--- src/rtl/dpu_fram_master_if.sv ---
// Bus between the fram master and a fram: registered strobes and address/write data out,
// read value and attribute back.
interface dpu_fram_master_if #(
    parameter int W  = 32,
    parameter int WA = 4,
    parameter int AW = 4
);
    logic [AW-1:0] dp_addr;
    logic          dp_wr;
    logic [W-1:0]  dp_data;
    logic [WA-1:0] dp_attr_i;
    logic          dp_oe;
    logic [W-1:0]  dp_value;
    logic [WA-1:0] dp_attr_o;

    modport master (
        output dp_addr, dp_wr, dp_data, dp_attr_i, dp_oe,
        input  dp_value, dp_attr_o
    );

    modport slave (
        input  dp_addr, dp_wr, dp_data, dp_attr_i, dp_oe,
        output dp_value, dp_attr_o
    );
endinterface

--- src/rtl/dpu_fram_master.sv ---
// Program-driven fram initiator: runs READ/WRITE/LOAD/HALT steps from a small program memory,
// moving words between fram cells through one transfer register.
module dpu_fram_master #(
    parameter int W          = 32,
    parameter int WA         = 4,
    parameter int AW         = 4,
    parameter int PROG_DEPTH = 16,
    parameter int RD_LAT     = 1,
    localparam int PCW       = $clog2(PROG_DEPTH)
) (
    input  logic            dp_clk,
    input  logic            rst_n,
    input  logic            prog_we,
    input  logic [PCW-1:0]  prog_addr,
    input  logic [3+AW-1:0] prog_data,
    input  logic            start,
    input  logic [W-1:0]    ext_data,
    input  logic [WA-1:0]   ext_attr,
    output logic            busy,
    output logic            done,
    output logic            err,
    output logic [W-1:0]    xfer_value,
    output logic [WA-1:0]   xfer_attr,
    dpu_fram_master_if.master dp
);
    typedef enum logic [1:0] {S_IDLE, S_RUN, S_WAIT, S_DONE} state_e;

    localparam logic [2:0] OP_READ  = 3'b001;
    localparam logic [2:0] OP_WRITE = 3'b010;
    localparam logic [2:0] OP_LOAD  = 3'b011;
    localparam logic [2:0] OP_HALT  = 3'b100;

    logic [3+AW-1:0] prog_mem [PROG_DEPTH];

    state_e          state_q, state_d;
    logic [PCW-1:0]  pc_q, pc_d;
    logic            last_q, last_d;   // the READ being waited on was the final program slot
    logic            wcnt_q, wcnt_d;
    logic            err_q, err_d;
    logic [W-1:0]    xv_q, xv_d;
    logic [WA-1:0]   xa_q, xa_d;
    logic [AW-1:0]   addr_q, addr_d;
    logic            wr_q, wr_d;
    logic            oe_q, oe_d;
    logic [W-1:0]    data_q, data_d;
    logic [WA-1:0]   attr_q, attr_d;

    logic [3+AW-1:0] instr;
    logic [2:0]      op;
    logic [AW-1:0]   op_addr;

    assign instr   = prog_mem[pc_q];
    assign op      = instr[3+AW-1 -: 3];
    assign op_addr = instr[AW-1:0];

    // Program memory survives reset; writes only land while idle.
    always_ff @(posedge dp_clk) begin
        if (rst_n && prog_we && state_q == S_IDLE)
            prog_mem[prog_addr] <= prog_data;
    end

    always_ff @(posedge dp_clk) begin
        if (!rst_n) begin
            state_q <= S_IDLE;
            pc_q    <= '0;
            last_q  <= 1'b0;
            wcnt_q  <= 1'b0;
            err_q   <= 1'b0;
            xv_q    <= '0;
            xa_q    <= '0;
            addr_q  <= '0;
            wr_q    <= 1'b0;
            oe_q    <= 1'b0;
            data_q  <= '0;
            attr_q  <= '0;
        end else begin
            state_q <= state_d;
            pc_q    <= pc_d;
            last_q  <= last_d;
            wcnt_q  <= wcnt_d;
            err_q   <= err_d;
            xv_q    <= xv_d;
            xa_q    <= xa_d;
            addr_q  <= addr_d;
            wr_q    <= wr_d;
            oe_q    <= oe_d;
            data_q  <= data_d;
            attr_q  <= attr_d;
        end
    end

    always_comb begin
        state_d = state_q;
        pc_d    = pc_q;
        last_d  = last_q;
        wcnt_d  = wcnt_q;
        err_d   = err_q;
        xv_d    = xv_q;
        xa_d    = xa_q;
        addr_d  = addr_q;
        wr_d    = 1'b0;
        oe_d    = 1'b0;
        data_d  = data_q;
        attr_d  = attr_q;

        if ((state_q == S_RUN || state_q == S_WAIT) && (start || prog_we))
            err_d = 1'b1;

        unique case (state_q)
            S_IDLE: begin
                if (start) begin
                    state_d = S_RUN;
                    pc_d    = '0;
                    err_d   = 1'b0;
                end
            end
            S_RUN: begin
                pc_d   = pc_q + 1'b1;
                last_d = (pc_q == PCW'(PROG_DEPTH - 1));
                case (op)
                    OP_READ: begin
                        oe_d    = 1'b1;
                        addr_d  = op_addr;
                        wcnt_d  = 1'b0;
                        state_d = S_WAIT;
                    end
                    OP_WRITE: begin
                        wr_d   = 1'b1;
                        addr_d = op_addr;
                        data_d = xv_q;
                        attr_d = xa_q;
                    end
                    OP_LOAD: begin
                        xv_d = ext_data;
                        xa_d = ext_attr;
                    end
                    OP_HALT: state_d = S_DONE;
                    default: ;
                endcase
                // No wrap: the last slot ends the program unless it still has a read in flight.
                if (op != OP_READ && pc_q == PCW'(PROG_DEPTH - 1))
                    state_d = S_DONE;
            end
            S_WAIT: begin
                if (wcnt_q == 1'(RD_LAT)) begin
                    xv_d    = dp.dp_value;
                    xa_d    = dp.dp_attr_o;
                    state_d = last_q ? S_DONE : S_RUN;
                end else begin
                    wcnt_d = 1'b1;
                end
            end
            S_DONE: state_d = S_IDLE;
            default: state_d = S_IDLE;
        endcase
    end

    assign busy          = (state_q == S_RUN) || (state_q == S_WAIT);
    assign done          = (state_q == S_DONE);
    assign err           = err_q;
    assign xfer_value    = xv_q;
    assign xfer_attr     = xa_q;
    assign dp.dp_addr    = addr_q;
    assign dp.dp_wr      = wr_q;
    assign dp.dp_oe      = oe_q;
    assign dp.dp_data    = data_q;
    assign dp.dp_attr_i  = attr_q;
endmodule

--- src/flat_wrapper.sv ---
// flat-port wrapper written by rule: the top's interface ports become plain ports
module dpu_fram_master_flat 
#(
    parameter int W          = 32,
    parameter int WA         = 4,
    parameter int AW         = 4,
    parameter int PROG_DEPTH = 16,
    parameter int RD_LAT     = 1,
    localparam int PCW       = $clog2(PROG_DEPTH)
)
  (dp_clk, rst_n, prog_we, prog_addr, prog_data, start, ext_data, ext_attr, busy, done, err, xfer_value, xfer_attr, dp_dp_addr, dp_dp_wr, dp_dp_data, dp_dp_attr_i, dp_dp_oe, dp_dp_value, dp_dp_attr_o);
  dpu_fram_master_if #(.W(W), .WA(WA), .AW(AW)) dp_i ();
  input  logic dp_clk;
  input  logic rst_n;
  input  logic prog_we;
  input  logic [PCW-1:0] prog_addr;
  input  logic [3+AW-1:0] prog_data;
  input  logic start;
  input  logic [W-1:0] ext_data;
  input  logic [WA-1:0] ext_attr;
  output logic busy;
  output logic done;
  output logic err;
  output logic [W-1:0] xfer_value;
  output logic [WA-1:0] xfer_attr;
  output wire logic [$bits(dp_i.dp_addr)-1:0] dp_dp_addr;
  output wire logic [$bits(dp_i.dp_wr)-1:0] dp_dp_wr;
  output wire logic [$bits(dp_i.dp_data)-1:0] dp_dp_data;
  output wire logic [$bits(dp_i.dp_attr_i)-1:0] dp_dp_attr_i;
  output wire logic [$bits(dp_i.dp_oe)-1:0] dp_dp_oe;
  input wire logic [$bits(dp_i.dp_value)-1:0] dp_dp_value;
  input wire logic [$bits(dp_i.dp_attr_o)-1:0] dp_dp_attr_o;
  assign dp_dp_addr = dp_i.dp_addr;
  assign dp_dp_wr = dp_i.dp_wr;
  assign dp_dp_data = dp_i.dp_data;
  assign dp_dp_attr_i = dp_i.dp_attr_i;
  assign dp_dp_oe = dp_i.dp_oe;
  assign dp_i.dp_value = dp_dp_value;
  assign dp_i.dp_attr_o = dp_dp_attr_o;
  dpu_fram_master #(.W(W), .WA(WA), .AW(AW), .PROG_DEPTH(PROG_DEPTH), .RD_LAT(RD_LAT)) u_core (.dp_clk(dp_clk), .rst_n(rst_n), .prog_we(prog_we), .prog_addr(prog_addr), .prog_data(prog_data), .start(start), .ext_data(ext_data), .ext_attr(ext_attr), .busy(busy), .done(done), .err(err), .xfer_value(xfer_value), .xfer_attr(xfer_attr), .dp(dp_i));
endmodule
--- config.mk ---
export PLATFORM = sky130hd
export DESIGN_NAME = dpu_fram_master_flat
export DESIGN_NICKNAME = d
export VERILOG_FILES = /design/src/rtl/dpu_fram_master_if.sv /design/src/rtl/dpu_fram_master.sv /design/src/flat_wrapper.sv
export SDC_FILE = /design/constraint.sdc
export NUM_CORES = 1
export LEC_CHECK = 0
export ABC_AREA = 1
export CORE_MARGIN = 4
export CORE_UTILIZATION = 40
export DETAILED_ROUTE_END_ITERATION = 10
export PLACE_DENSITY = 0.75
export SLEW_MARGIN = 20
export SYNTH_ARGS = -nofsm -noshare
export SYNTH_HDL_FRONTEND = slang
export SYNTH_SLANG_ARGS = --single-unit
--- constraint.sdc ---
create_clock -name dp_clk -period 1.8 [get_ports dp_clk]
set_input_delay 0.27 -clock dp_clk [delete_from_list [all_inputs] [get_ports dp_clk]]
set_output_delay 0.27 -clock dp_clk [all_outputs]
set_load 0.01 [all_outputs]
==> results.ini, run 1 <==
[run_status]
status=finished, violations left
failed_checks=negative setup slack

[clocking]
cts_hold_repair.buffers=0
clock_latency_ns=0.50
clockRootBuffer=clkbuf_16
cts-htree-levels=1
clk_pin_slew_ns=0.06
cts_buffer_depth=3
cts-buffers-inserted=23
cts_tree=done
cts_sinks=203

[global_routing]
antenna_found_initial=0
track_usage_pct=18.9
grt_max_degree=80
overflow=0
grt_pass1_wl_um=36000
grt_pass1_vias=6773

[sta]
rsz0062_at_grt=true
max_freq_mhz=488
slew_violations=0
slew_headroom_pct=54.5
worstMarginPinSlew_ns=0.680
layout_min_cycle_time_ns=2.05
finalClockSkew_ns=0.0150
fin_crit_sh_pct=114
setup_viol_count_final=81
fin_ws_ns=-0.248
finalHoldViolCount=0

[placement]
finalWeightedCongestion=0.875
placed_cell_area_um2=10800
hpwl_um=15300
port_buffers=167
pre_cts_ws_ns=-0.200

[detailed_routing]
ant_nets=0
wl_um=23900
first_pass_iters=5
wl_per_cell_um=17.2
vias=7011
drc=0
drt_iter0_drc=548
vias_per_cell=5.05

[power]
clock_power_share_pct=32.0
seqPwrFrac_pct=35.0
combPwrFrac_pct=33.0
power.internal_mw=11.1
switching_power_mw=4.88
ir_drop_uv=1160
power_density_nw_per_um2=1300
swShare_pct=30.6
p_leak_nw=4.81

[floorplan]
dieHeight_um=153
fp.dieW_um=153
placementRows=52
coreArea_um2=20400
num_io_pins=168
initial_utilization_pct=41.0
dieArea_um2=23300

[setup_path]
end_kind=flip-flop
worst-r2r-setup-slack_ns=-0.25
crit_slowest_cell=dfxtp_4
path_depth=14
critPathRequiredTime_ns=2.23
max_stage_delay_ns=0.40
cp_data_arrival_time_ns=2.48
critPathTopFamily=buffers and inverters
reg2regPathDepth=14
crit_type=reg -> reg
cp-start-kind=flip-flop
crit_top_cell=nand3_2
cp_cell_sequence=inv_4 > buf_12 > buf_8 > nand2_2 > nand3_2 > nand3_2 > nand3_2 > nand2_2 > nand4_1 > inv_2 > buf_6 > buf_12 > nor2_4 > nor2_2
worst-path-max-fanout=6
r2r_end=u_core.dp.dp_data[12]$_SDFFE_PN0P_
crit_buf_inv=6

[job]
maxCapViolations=0

[yosys]
synth.most_common_cell=nor2_1
synth.area.top_cells=edfxtp_1 (40%), dfxtp_1 (22%), nor2_1 (7.6%)
synthArstFlopShare_pct=0
synth_ff_type=edfxtp_1
yosysWarnings=0
synth_seq_cells=203
synth_cell_types=27
postSynthCellCount=870
netlist_area_um2=8370
synth_top_area_share_pct=40.2
synth_commonest_cells=nor2_1 (170), nand2_1 (149), edfxtp_1 (112)
synth_top_area_cell=edfxtp_1
syn_nets=962
avgSynthCellArea_um2=9.62
synth_edf_count=112
yosysSeqAreaShare_pct=62.0

[min_path]
min_from=rst_n
hp-class=in -> reg
hold_path_end=u_core.wcnt_q$_SDFFE_PN0P_
holdPathStages=4

[final_layout]
syn_to_final_growth_pct=47.1
fin_nets=1193
layout-drive-gt1-share_pct=20.6
final_area_um2=12300
register_area_um2=5190
multi_input_area_um2=3040
antenna_cells=0
fillers=1604

-- power by group through the flow --
| stage | Sequential (mW) | Clock [mW] | Combinational [mW] |
|---|---|---|---|
| after floorplan | 5.78 | 0 | 2.33 |
| after global placement | 5.63 | 0 | 4.44 |
| after detailed placement | 5.64 | 0 | 4.52 |
| after CTS | 5.58 | 5.18 | 4.82 |
| after global routing | 5.64 | 5.35 | 5.74 |
| final | 5.58 | 5.11 | 5.25 |
-- cell type report --
cell class,count,share of cell area [%]
clock buffers,29,5.29
flip-flops and latches,203,42.2
clock inverters,12,1.54
repair buffers,254,21.6
inverters,60,1.93
well taps,270,2.74
multi-input cells,559,24.7
-- worst max-delay path by stage --
stage                                   start                                  to  slack (ns)
3_3_place_gp                        flip-flop  u_core.dp.dp_data[19]$_SDFFE_PN0P_       -0.15
2_1_floorplan  u_core.state_q[1]$_SDFFE_PN0P_    u_core.prog_mem[15][0]$_DFFE_PP_       -0.05
4_1_cts                             flip-flop  u_core.dp.dp_data[20]$_SDFFE_PN0P_       -0.20
3_5_place_dp                        flip-flop   u_core.dp.dp_data[5]$_SDFFE_PN0P_       -0.20
6_report                            flip-flop  u_core.dp.dp_data[12]$_SDFFE_PN0P_       -0.25
5_1_grt                             flip-flop   u_core.dp.dp_data[0]$_SDFFE_PN0P_       -0.34
-- cells in the final DEF (no fill, tap or decap), drive strengths merged --
| cell | instances |
|---|---|
| nand2 | 151 |
| ha | 5 |
| edfxtp | 112 |
| nand4 | 2 |
| clkbuf | 33 |
| nand3 | 66 |
| buf | 85 |
| o211ai | 4 |
| a32o | 2 |
| clkdlybuf4s50 | 164 |
| a21oi | 29 |
| o221ai | 12 |
| clkinv | 5 |
| mux2i | 17 |
| mux2 | 19 |
| and3 | 2 |
| dlygate4sd2 | 1 |
| nor2 | 170 |
| a211oi | 1 |
| nor3 | 3 |
| o22ai | 2 |
| clkinvlp | 2 |
| bufinv | 5 |
| o21ai | 74 |
| dfxtp | 91 |
| inv | 60 |
-- through the flow --
step                TNS, ns  power, mW  instances  hold slack (ns)  util, %
floorplan             -4.27       8.10        870            0.369        -
global placement     -14.14       10.1       1328            0.447     52.9
detailed placement   -20.12       10.2       1328            0.458     52.9
CTS                   -7.33       15.6       1380            0.213     58.5
global route         -21.42       16.7       1387            0.274     60.2
finish               -13.10       15.9       1387            0.265     60.2
-- flip-flops by register name (all words and copies together), names as in the netlist, named ones only --
register	cells
u_core.prog_mem	112
u_core.dp.dp_data	32
u_core.xfer_value	32
u_core.dp.dp_addr	4
u_core.dp.dp_attr_i	4
u_core.pc_q	4
u_core.xfer_attr	4
u_core.state_q	2
u_core.dp.dp_oe	1
u_core.dp.dp_wr	1
u_core.err	1
u_core.last_q	1
u_core.wcnt_q	1
-- worst reg2reg max path, cell delays in order (launching register included) --
cell     delay, ns
dfxtp_4       0.40
inv_4         0.06
buf_12        0.13
buf_8         0.13
nand2_2       0.05
nand3_2       0.07
nand3_2       0.11
nand3_2       0.10
nand2_2       0.11
nand4_1       0.19
inv_2         0.19
buf_6         0.15
buf_12        0.14
nor2_4        0.04
nor2_2        0.10
-- cell families (layout without fill, tap and decap cells) --
kind of cell | after synthesis | in the layout | synth area share [%]
AND/OR/NAND/NOR | 394 | 394 | 18.9
flip-flops | 203 | 203 | 62.0
AO/OA/AOI/OAI | 124 | 124 | 8.25
multiplexers | 36 | 36 | 4.59
adder cells (fa/ha/maj) | 5 | 5 | 0.748
buffers and inverters | 108 | 355 | 5.55
-- repair_timing --
item,4_1_cts,5_1_grt
resized for setup,62,86
setup endpoints to repair,109,194
pin swaps,1,14
gates cloned,3,3
buffers inserted,8,6
-- metal layers --
metal	routed length (µm)	vias to the layer above	track usage [%]
li1	-	3397	-
met1	9580	3296	24.2
met2	12100	261	32.9
met3	1420	57	2.33
met4	771	0	7.04
met5	0	-	0
No activity file was read; power rests on OpenSTA's default activity.
==> inputs of run 2 (changes only) <==
- GPL_ROUTABILITY_DRIVEN: default -> 0
==> results of run 2 <==
Same layout as run 1: the final DEF is identical, and so are final timing and power.
==> inputs of run 3 (changes only) <==
- PLACE_DENSITY: 0.75 -> 0.67
==> run 3 against run 2 <==
The flow still finishes with violations (negative setup slack). Flip-flop and latch count unchanged. Count of clock-buffer cells in the layout rose by 2. Critical endpoint is now u_core.dp.dp_data[5]$_SDFFE_PN0P_. Core utilization grew 1.1 points. Final cell count is 0.36% higher. Die area is the same. Via count increased by 0.90%.
==> results.ini, run 3 (synthesis gave the netlist of run 1 again) <==
[run_status]
status=finished, violations left
failed_checks=negative setup slack

[placement]
hpwl_um=15300  ; -0.19%
placed_cell_area_um2=10800  ; +0.37%
dp_cells=1330  ; +0.15%
port_buffers=167  ; unchanged
pre_cts_ws_ns=-0.150  ; +0.0499 ns

[global_routing]
grt_pass1_vias=6764  ; -0.13%
overflow=0  ; unchanged
grt_pass1_wl_um=35300  ; -2.0%
track_usage_pct=18.4  ; -0.47 points
antenna_found_initial=0  ; unchanged
grt_max_degree=80  ; unchanged

[final_layout]
finalCoreUtilization_pct=61.4  ; +1.1 points
antenna_cells=0  ; unchanged
final_area_um2=12500  ; +1.9%
largest_reg_flops=112  ; unchanged
final_cell_mix=clkdlybuf4s50_1 (164), nor2_1 (127), nand2_1 (115), edfxtp_1 (112), dfxtp_1 (89)
layout_commonest_cell=clkdlybuf4s50_1
final_cells=1392  ; +0.36%
fin_nets=1198  ; +0.42%
layout-drive-gt1-share_pct=23.5  ; +2.9 points
fillers=1596  ; -0.50%
syn_to_final_growth_pct=49.9
top_register=u_core.prog_mem

[sta]
rsz0062_at_grt=true
worstMarginPinSlew_ns=0.651  ; -0.0294 ns
setup_viol_count_final=77  ; -4.9%
slew_headroom_pct=56.5  ; +2.0 points
fin_crit_sh_pct=114  ; +0.23 points
slew_violations=0  ; unchanged
layout_min_cycle_time_ns=2.05  ; +0.00411 ns
final.setup.tns_ns=-11.12  ; +1.98 ns
max_freq_mhz=487  ; -0.20%
finalHoldViolCount=0  ; unchanged
fin_ws_ns=-0.252  ; -0.00411 ns
finalClockSkew_ns=0.0111  ; -0.00384 ns

[power]
combPwrFrac_pct=36.3  ; +3.3 points
power.internal_mw=11.1  ; +0.73%
switching_power_mw=5.12  ; +5.0%
ir_drop_uv=732  ; -37%
power_density_nw_per_um2=1300  ; +0.12%
seqPwrFrac_pct=34.5  ; -0.5 points
clock_power_share_pct=29.2  ; -2.8 points
swShare_pct=31.5  ; +0.88 points
p_leak_nw=4.87  ; +1.3%

[setup_path]
max_stage_delay_ns=0.43  ; +0.03 ns
crit_slowest_cell=dfxtp_4
critPathRequiredTime_ns=2.18  ; -0.05 ns
crit_type=reg -> reg
cp_cell_sequence=buf_12 > nor2_4 > nor2_1 > o21ai_1 > nand3_1 > nand3_2 > nand2_2 > inv_2 > nand4_1 > buf_6 > clkinv_8 > buf_12 > o21ai_0 > a21oi_1
cp-start-kind=flip-flop
crit_top_cell=buf_12
worst-path-max-fanout=7  ; +1
end_kind=flip-flop
cp_data_arrival_time_ns=2.43  ; -0.05 ns

[detailed_routing]
ant_nets=0  ; unchanged
vias=7074  ; +0.90%
first_pass_iters=5  ; unchanged
drt_iter0_drc=493  ; -10%
wl_um=24600  ; +3.3%
vias_per_cell=5.08  ; +0.54%
wl_per_cell_um=17.7  ; +3.0%
drc=0  ; unchanged

[floorplan]
fp.dieW_um=153  ; unchanged
initial_utilization_pct=41.0  ; unchanged
num_io_pins=168  ; unchanged
dieArea_um2=23300  ; unchanged
coreArea_um2=20400  ; unchanged
placementRows=52  ; unchanged
dieHeight_um=153  ; unchanged

[clocking]
clock_latency_ns=0.50  ; about the same
cts_buffer_depth=3  ; unchanged
cts_tree=done
cts-htree-levels=1  ; unchanged
clk_pin_slew_ns=0.06  ; about the same
cts_sinks=203  ; unchanged
cts-buffers-inserted=22  ; -4.3%
clockRootBuffer=clkbuf_16

[min_path]
min_from=rst_n
hp-class=in -> reg

[job]
maxCapViolations=0  ; unchanged

-- run 3: metal layers --
| metal | vias up | global-route usage (%) | part of all wire, % |
|---|---|---|---|
| li1 | 3408 | - | - |
| met1 | 3382 | 22.8 | 41 |
| met4 | 0 | 6.75 | 3.0 |
| met3 | 47 | 4.15 | 6.4 |
| met2 | 237 | 31.6 | 50 |
| met5 | - | 0 | 0 |
-- run 3: cell type report --
| cell class | instances | area [µm²] | area share, % |
|---|---|---|---|
| clock buffer | 31 | 656 | 5.23 |
| timing repair buffer | 260 | 2870 | 22.8 |
| multi-input combinational | 559 | 3110 | 24.8 |
| sequential | 203 | 5190 | 41.4 |
| clock inverter | 9 | 120 | 0.958 |
| tap | 270 | 338 | 2.69 |
| inverter | 60 | 265 | 2.11 |
-- run 3: metrics by stage --
step	power (mW)	hold WS, ns
floorplan	8.10	0.369
global placement	10.1	0.448
finish	16.3	0.238
CTS	14.9	0.205
detailed placement	10.1	0.457
global route	17.0	0.252
-- run 3: worst paths after layout --
kind | depth (start not counted) | endpoint | slack (ns)
worst min-delay path | 4 | u_core.state_q[0]$_SDFFE_PN0P_ | 0.24
worst min register to register | 2 | u_core.dp.dp_data[22]$_SDFFE_PN0P_ | 0.47
worst max register to register | 14 | u_core.dp.dp_data[5]$_SDFFE_PN0P_ | -0.25
worst max-delay path | 14 | u_core.dp.dp_data[5]$_SDFFE_PN0P_ | -0.25
-- run 3: timing repair --
| action | in CTS | in global routing |
|---|---|---|
| setup buffers | 1 | 3 |
| cloned | 1 | 17 |
| endpoints found under the hold margin | 0 | 0 |
| resized for setup | 13 | 149 |
| setup endpoints to repair | 127 | 195 |
| hold buffers | 0 | 0 |
| pin swaps | 1 | 11 |
-- run 3: critical path, delay by kind of cell (launching register included) --
kind            cells  cell delay (ns)
flops               1             0.43
compound gates      3             0.41
buf+inv             5             0.57
simple gates        6             0.52
-- run 3: power by group through the flow --
| stage | Clock, mW | Sequential [mW] | Combinational (mW) |
|---|---|---|---|
| final | 4.75 | 5.61 | 5.90 |
| after global routing | 5.01 | 5.65 | 6.37 |
| after CTS | 4.81 | 5.55 | 4.56 |
| after detailed placement | 0 | 5.64 | 4.47 |
| after global placement | 0 | 5.63 | 4.43 |
| after floorplan | 0 | 5.78 | 2.33 |
